--- src/rtl/vga_frame_reader.sv ---
// Pixel fetch stage: maps the active screen window onto an upscaled frame-buffer image and
// expands RAM bytes to RGB. Optional test pattern is enabled by VGA_READER_TEST_PATTERN_EN.
module vga_frame_reader #(
    parameter int          IMG_W      = 160,
    parameter int          IMG_H      = 120,
    parameter int          SCALE_LOG2 = 2,
    parameter int          X0         = 0,
    parameter int          Y0         = 0,
    parameter int          COORD_W    = 10,
    parameter int          ADDR_W     = 15,
    parameter int          MEM_LAT    = 1,
    parameter logic [23:0] BORDER_RGB = 24'h000000
) (
    input  logic               clk,
    input  logic               rst,
    input  logic               frame_start,
    input  logic               active,
    input  logic [COORD_W-1:0] pix_x,
    input  logic [COORD_W-1:0] pix_y,
    input  logic               pix_mode,
`ifdef VGA_READER_TEST_PATTERN_EN
    input  logic               test_en,
`endif
    output logic [ADDR_W-1:0]  read_addr,
    input  logic [7:0]         mem_data,
    output logic               out_active,
    output logic [7:0]         r,
    output logic [7:0]         g,
    output logic [7:0]         b
);

    localparam int S  = 1 << SCALE_LOG2;
    localparam int SW = (SCALE_LOG2 > 0) ? SCALE_LOG2 : 1;
    localparam logic [SW-1:0]      SUB_LAST = SW'(S - 1);
    localparam logic [COORD_W:0]   X_LO     = (COORD_W+1)'(X0);
    localparam logic [COORD_W:0]   X_HI     = (COORD_W+1)'(X0 + IMG_W * S);
    localparam logic [COORD_W:0]   Y_LO     = (COORD_W+1)'(Y0);
    localparam logic [COORD_W:0]   Y_HI     = (COORD_W+1)'(Y0 + IMG_H * S);
    localparam logic [ADDR_W-1:0]  ROW_STEP = ADDR_W'(IMG_W);
    localparam logic [ADDR_W-1:0]  ROW_LAST = ADDR_W'((IMG_H - 1) * IMG_W);

    logic              in_win, in_win_q, frame_valid;
    logic              fetch, line_end, row_adv;
    logic [SW-1:0]     xsub, ysub;
    logic [ADDR_W-1:0] col, row_base;
    logic [MEM_LAT:0]  act_p, win_p, vis_p, mode_p;

    assign in_win = active
                 && ({1'b0, pix_x} >= X_LO) && ({1'b0, pix_x} < X_HI)
                 && ({1'b0, pix_y} >= Y_LO) && ({1'b0, pix_y} < Y_HI);

    // Counters only run inside a valid frame; frame_start takes priority over everything else.
    assign fetch    = frame_valid && !frame_start && in_win;
    assign line_end = frame_valid && !frame_start && !in_win && in_win_q;
    assign row_adv  = line_end && (ysub == SUB_LAST) && (row_base != ROW_LAST);

    always_ff @(posedge clk) begin
        if (rst) begin
            frame_valid <= 1'b0;
            in_win_q    <= 1'b0;
            read_addr   <= '0;
            xsub        <= '0;
            ysub        <= '0;
            col         <= '0;
            row_base    <= '0;
        end else begin
            in_win_q <= in_win;
            if (frame_start) begin
                frame_valid <= 1'b1;
                xsub        <= '0;
                ysub        <= '0;
                col         <= '0;
                row_base    <= '0;
                if (in_win)
                    read_addr <= '0;
            end else if (fetch) begin
                read_addr <= row_base + col;
                if (xsub == SUB_LAST) begin
                    xsub <= '0;
                    col  <= col + 1'b1;
                end else begin
                    xsub <= xsub + 1'b1;
                end
            end else if (line_end) begin
                col  <= '0;
                xsub <= '0;
                ysub <= (ysub == SUB_LAST) ? '0 : ysub + 1'b1;
                if (row_adv)
                    row_base <= row_base + ROW_STEP;
            end
        end
    end

    // Side-band flags travel alongside the RAM access so they meet mem_data.
    always_ff @(posedge clk) begin
        if (rst) begin
            act_p  <= '0;
            win_p  <= '0;
            vis_p  <= '0;
            mode_p <= '0;
        end else begin
            act_p  <= {act_p[MEM_LAT-1:0], active};
            win_p  <= {win_p[MEM_LAT-1:0], in_win};
            vis_p  <= {vis_p[MEM_LAT-1:0], frame_valid | frame_start};
            mode_p <= {mode_p[MEM_LAT-1:0], pix_mode};
        end
    end

`ifdef VGA_READER_TEST_PATTERN_EN
    logic [7:0]  row_idx;
    logic [16:0] tp_p [MEM_LAT+1];

    always_ff @(posedge clk) begin
        if (rst || frame_start)
            row_idx <= '0;
        else if (row_adv)
            row_idx <= row_idx + 1'b1;
    end

    always_ff @(posedge clk) begin
        if (rst) begin
            for (int i = 0; i <= MEM_LAT; i++)
                tp_p[i] <= '0;
        end else begin
            tp_p[0] <= {test_en, col[7:0], row_idx};
            for (int i = 1; i <= MEM_LAT; i++)
                tp_p[i] <= tp_p[i-1];
        end
    end
`endif

    always_ff @(posedge clk) begin
        if (rst) begin
            out_active <= 1'b0;
            r          <= '0;
            g          <= '0;
            b          <= '0;
        end else begin
            out_active <= act_p[MEM_LAT];
            if (!act_p[MEM_LAT] || !vis_p[MEM_LAT])
                {r, g, b} <= 24'h000000;
            else if (!win_p[MEM_LAT])
                {r, g, b} <= BORDER_RGB;
`ifdef VGA_READER_TEST_PATTERN_EN
            else if (tp_p[MEM_LAT][16])
                {r, g, b} <= {tp_p[MEM_LAT][15:8], tp_p[MEM_LAT][7:0],
                              tp_p[MEM_LAT][15:8] ^ tp_p[MEM_LAT][7:0]};
`endif
            else if (mode_p[MEM_LAT])
                {r, g, b} <= {mem_data[7:5], mem_data[7:5], mem_data[7:6],
                              mem_data[4:2], mem_data[4:2], mem_data[4:3],
                              mem_data[1:0], mem_data[1:0], mem_data[1:0], mem_data[1:0]};
            else
                {r, g, b} <= {mem_data, mem_data, mem_data};
        end
    end

endmodule

--- config.mk ---
export PLATFORM = sky130hd
export DESIGN_NAME = vga_frame_reader
export DESIGN_NICKNAME = d
export VERILOG_FILES = /design/src/rtl/vga_frame_reader.sv
export SDC_FILE = /design/constraint.sdc
export NUM_CORES = 1
export LEC_CHECK = 0
export ABC_AREA = 1
export ABC_CLOCK_PERIOD_IN_PS = 1750
export BUFFER_PORTS_ARGS = -buffer_cell sky130_fd_sc_hd__buf_2
export CORE_MARGIN = 2
export CORE_UTILIZATION = 42
export DETAILED_ROUTE_END_ITERATION = 12
export PLACE_DENSITY = 0.63
export SLEW_MARGIN = 20
export SYNTH_ARGS = -nofsm -noshare
export SYNTH_HDL_FRONTEND = slang
export SYNTH_SLANG_ARGS = --single-unit
export TNS_END_PERCENT = 30
--- constraint.sdc ---
create_clock -name clk -period 1.75 [get_ports clk]
set_input_delay 0.0875 -clock clk [delete_from_list [all_inputs] [get_ports clk]]
set_output_delay 0.0875 -clock clk [all_outputs]
set_load 0.01 [all_outputs]
Yosys cells after proc, flatten, opt, wreduce, memory -nomap -nowiden
Index checks and enable logic that the tools add are counted.

Memories kept: 0. RAM bits: 0. Input bits: 33. Bits in read-only memories: 0. Output and inout bits: 40. Word-level logic and storage cells: 64. Register bits after elaboration: 84. Bits in latches: 0.

$lt $le $gt $ge: 2. Reduce and logical (&&, ||, !) cells: 21. Multipliers: 0. Equality and inequality tests: 5. Shift-type cells: 0. Add/subtract/negate cells: 5. Bitwise gates (word level): 3. Divide/modulo/power cells: 0. Multiplexer cells: 13.

Operators by type and width (number): 15-bit two-way mux (6); 8-bit two-way mux (2); 15-bit by 1-bit adder with 15-bit output, second input constant (1); 15-bit adder (1); 15-bit by 8-bit adder with 15-bit output, second input constant (1); 15-bit != test, second input constant (1); 10-bit < comparator, second input constant (1); 10-bit by 9-bit < comparator with 1-bit output, second input constant (1); 1-bit logical AND (8); 2-bit two-way mux (4); 2-bit AND reduction (3); 5-bit two-way mux (1); 2-bit by 1-bit adder with 2-bit output, second input constant (2); 2-bit equality test, second input constant (2); 1-bit logical NOT (4); 2-bit by 1-bit != test with 1-bit output, second input constant (2); 2-bit nonzero test (2); 3-bit AND reduction (1); 3-bit OR reduction (1); 1-bit NOT (2); 2-bit OR reduction (1); 1-bit logical OR (1); 1-bit OR (1).

Logic depth before layout (Yosys ltp)
Word-level depth: 9. Mapped depth: 11. Gate-level depth less buffers: 11.

Worst setup path after synthesis
No wires, ideal clock.

Kind: reg-to-reg. Start point: register row_base[5]. End point: register read_addr[13]. Data arrival time: 1.558 ns. Library setup time: 0.132 ns. Cell stages (with the launch flop): 12. Data required time: 1.618 ns. Slack: 0.060 ns. Cell sequence: dfxtp_1 > ha_1 > inv_1 > fa_1 > inv_1 > nand3_1 > nand2_1 > nand2_1 > nand2_1 > nand2_1 > nand3_1 > a21oi_1.

Word-level cells in the longest chain between the ends: 3.

Ends and longest elaborated chain: from (decl) (line 45) `logic [ADDR_W-1:0] col, row_base;`; from (signal assigned) (line 89) `row_base <= row_base + ROW_STEP;`; 15-bit adder (line 77) `read_addr <= row_base + col;`; 15-bit two-way mux (line 76) `end else if (fetch) begin`; 15-bit two-way mux (line 68) `if (frame_start) begin`; to (signal assigned) (line 77); to (decl) (line 24) `output logic [ADDR_W-1:0] read_addr,`.

Every way passes these cells. The select of a mux whose other input is x is not followed. A chain may end at the register's enable or synchronous reset.

Worst setup path after layout
Start point: register col[0]. End point: register col[8].

Word-level cells in the longest chain between the ends: 3.

Ends and longest elaborated chain: from (decl) (line 45); from (signal assigned) (line 80) `col <= col + 1'b1;`; 15-bit by 1-bit adder with 15-bit output (line 80); 15-bit two-way mux (line 78) `if (xsub == SUB_LAST) begin`; 15-bit two-way mux (line 76).

Every way passes these cells. The select of a mux whose other input is x is not followed.

==> out/metrics.cfg <==
[die]
die_h_microns = 100
start_util = 0.426
io_pins = 73
num_rows = 35
fp.dieW_microns = 100
dieArea_sq_um = 10000
coreArea_sq_um = 9110

[drt]
drc = 0
ant_nets = 0
drt_iter0_drc = 160
vias = 3587
dr.pass1.iters = 5
viasPerCell = 4.92
wl_microns = 8850
wl_per_cell_microns = 12.1

[synth]
syn_avg_cell_area_sq_um = 7.36
ys.warnings.count = 0
synth_seq_cells = 78
synth.area.top_cells = dfxtp_1 40%, nand2_1 13%, a21oi_1 7.7%
synth-simple-area-share = 0.324
synthArstFlopShare = 0
synth_ff_type = dfxtp_1
ys_seq_area_frac = 0.402
synth_fa_ha_area_frac = 0.0471
synth-edff-count = 0
yosys.area.top_type_share = 0.402
synth_top_family_by_area = simple AND/OR/NAND/NOR gates
synth_nets = 574
synth_xor_area_frac = 0.0361
synthCells = 527
synth_cell_types = 40
yosysTopAreaCell = dfxtp_1
synth_compound_area_frac = 0.114
synthMuxAreaShare = 0
synth_area_sq_um = 3880

[critical_path]
worstReg2RegEnd = col[8]$_SDFFE_PP0P_
crit_type = register to register
crit_required_ps = 2030
cp-end-kind = register
reg2reg_from = col[0]$_SDFFE_PP0P_
r2r_cells = 8
start_kind = register
rrSetupSlack_ps = 150
cp_max_fo = 5
cp.arrival_ps = 1880

[global_route]
grt-ovfl-total = 0
grt_pass1_vias = 3369
antenna_found_initial = 0
grt_pass1_wl_microns = 14900
track_usage = 0.183
grt_max_degree = 25

[layout]
drive_above_1_share = 0.227
fin_nets = 660
area_growth_pct = 21.1
diodes = 0

[clock_tree]
cts.htree.levels = 3
clk_pin_slew_ps = 90
numCtsBuffers = 9
cts.sinks = 78
cts_tree = built
clk_latency_ps = 350
post_cts_buffers = 0
clock_path_buffers = 2
root_buffer = clkbuf_8

[worst_hold_path]
hold_class = input port to register
hold_path_depth = 3
worstHoldStart = frame_start
hold_end = vis_p[0]$_SDFF_PP0_

[place]
gp_congestion = 0.851
dp.final_hpwl_microns = 6360
io_buffer_count = 60

[run_status]
outcome = complete, no violations

[job]
drv_cap = 0

[pwr]
power_mw = 3.24
p_per_area_nw_per_um2 = 689
ir_worst_vdd_v = 0.000365
leakagePower_nw = 1.99

[sta]
finClkSkew_ps = 8.62
setup_violations = 0
min_period_ps = 1600
whs_ps = 43.5
max_freq_mhz = 626
finalCritPeriodShare = 0.913
worst_pin_slew_ps = 493
rsz0062_at_grt = false
setup_tns_ps = 0
slew_viol_final = 0
finalHoldViolations = 0
relSlewSlack = 0.670

[per-stage QoR]
step / area [sq um] / cells / setup slack (ps) / util
2_1_floorplan: 3880 / 527 / 59.7 / -
3_3_place_gp: 4390 / 703 / 123 / 0.481
3_5_place_dp: 4390 / 703 / 88.0 / 0.481
4_1_cts: 4670 / 729 / 76.8 / 0.513
5_1_grt: 4700 / 729 / 8.98 / 0.516
6_report: 4700 / 729 / 152 / 0.516
[cells in the mapped netlist (all sizes together), types with 3 or more instances]
master / number
a21oi: 65
buf: 11
clkbuf: 6
dfxtp: 78
ha: 13
inv: 49
nand2: 143
nand3: 38
nand3b: 3
nand4: 9
nor2: 73
nor3: 4
o21ai: 7
o21bai: 3
or2: 4
xnor2: 8
xor2: 8
[worst max-delay path by stage]
| stage | startpoint | end | slack [ps] | cells past startpoint |
|---|---|---|---|---|
| finish | col[0]$_SDFFE_PP0P_ | col[8]$_SDFFE_PP0P_ | 150 | 8 |
| CTS | row_base[5]$_SDFFE_PP0P_ | read_addr[11]$_SDFFE_PP0P_ | 80 | 10 |
| detailed placement | row_base[5]$_SDFFE_PP0P_ | read_addr[11]$_SDFFE_PP0P_ | 90 | 11 |
| floorplan | row_base[5]$_SDFFE_PP0P_ | read_addr[13]$_SDFFE_PP0P_ | 60 | 11 |
| global placement | col[5]$_SDFFE_PP0P_ | read_addr[11]$_SDFFE_PP0P_ | 120 | 11 |
| global route | col[0]$_SDFFE_PP0P_ | col[12]$_SDFFE_PP0P_ | 9 | 9 |
[logic make-up after synthesis]
| kind of cell | after synthesis |
|---|---|
| and+or+nand+nor | 275 |
| AOI/OAI and AO/OA | 78 |
| DFF | 78 |
| buffers and inverters | 66 |
| xor gates and xnor gates | 16 |
| adders and majority gates | 14 |
[power breakdown]
part / internal, mW / switching, mW / leakage (nW)
combinational: 0.0540 / 0.0845 / 1.27
sequential: 1.78 / 0.00570 / 0.631
clock: 0.574 / 0.734 / 0.0903
total: 2.41 / 0.824 / 1.99
[state kept, by name, indices dropped and copies added (netlist names)]
| name | count |
|---|---|
| vis_p | 2 |
| ysub | 2 |
| frame_valid | 1 |
| row_base | 10 |
| col | 15 |
| read_addr | 15 |
| g | 8 |
| act_p | 2 |
| out_active | 1 |
| b | 8 |
| xsub | 2 |
| mode_p | 2 |
| r | 8 |
| win_p | 2 |
[critical path: stages, from the launching register on]
cell	delay (ps)
dfxtp_1	430
ha_1	290
inv_1	100
nor2_2	210
nand2_1	90
xor2_1	140
nor2_1	80
nand2_1	60
a21oi_1	130
[cells in the final DEF (no fill, tap or decap), types with 4 or more instances in the layout]
cell type and instances:
clkbuf_8 10, inv_6 4, nor3_1 4, xnor2_1 8, nand3_2 7, inv_2 4
nand2_1 137, nor2_2 5, a21oi_2 5, nand3_1 30, xor2_1 8, dlygate4sd3_1 10
nand4_1 7, inv_1 44, buf_2 60, nor2_1 67, o21ai_0 5, ha_1 11
a21oi_1 60, buf_4 21, dfxtp_1 76
[per-layer routing]
layer / vias up / wire [microns] / share of wire / GRT usage
li1: 1864 / - / - / -
met1: 1625 / 4070 / 0.46 / 0.226
met2: 86 / 4200 / 0.47 / 0.321
met3: 12 / 456 / 0.052 / 0.0383
met4: 0 / 124 / 0.014 / 0.0537
met5: - / 0 / 0 / 0
[final cells by class]
type                            instances  area (sq um)
Clock buffer                           10           138
Clock inverter                          6          50.0
Fill cell                             905          4410
Inverter                               49           186
Multi-Input combinational cell        383          2040
Sequential cell                        78          1560
Tap cell                              111           139
Timing Repair Buffer                   92           578
[repair_timing]
action / 4_1_cts / 5_1_grt
resized for setup: 0 / 8
setup endpoints to repair: 0 / 10
hold buffers: 10 / 0
endpoints found under the hold margin: 12 / 0
(Power assumes the default switching activity.)
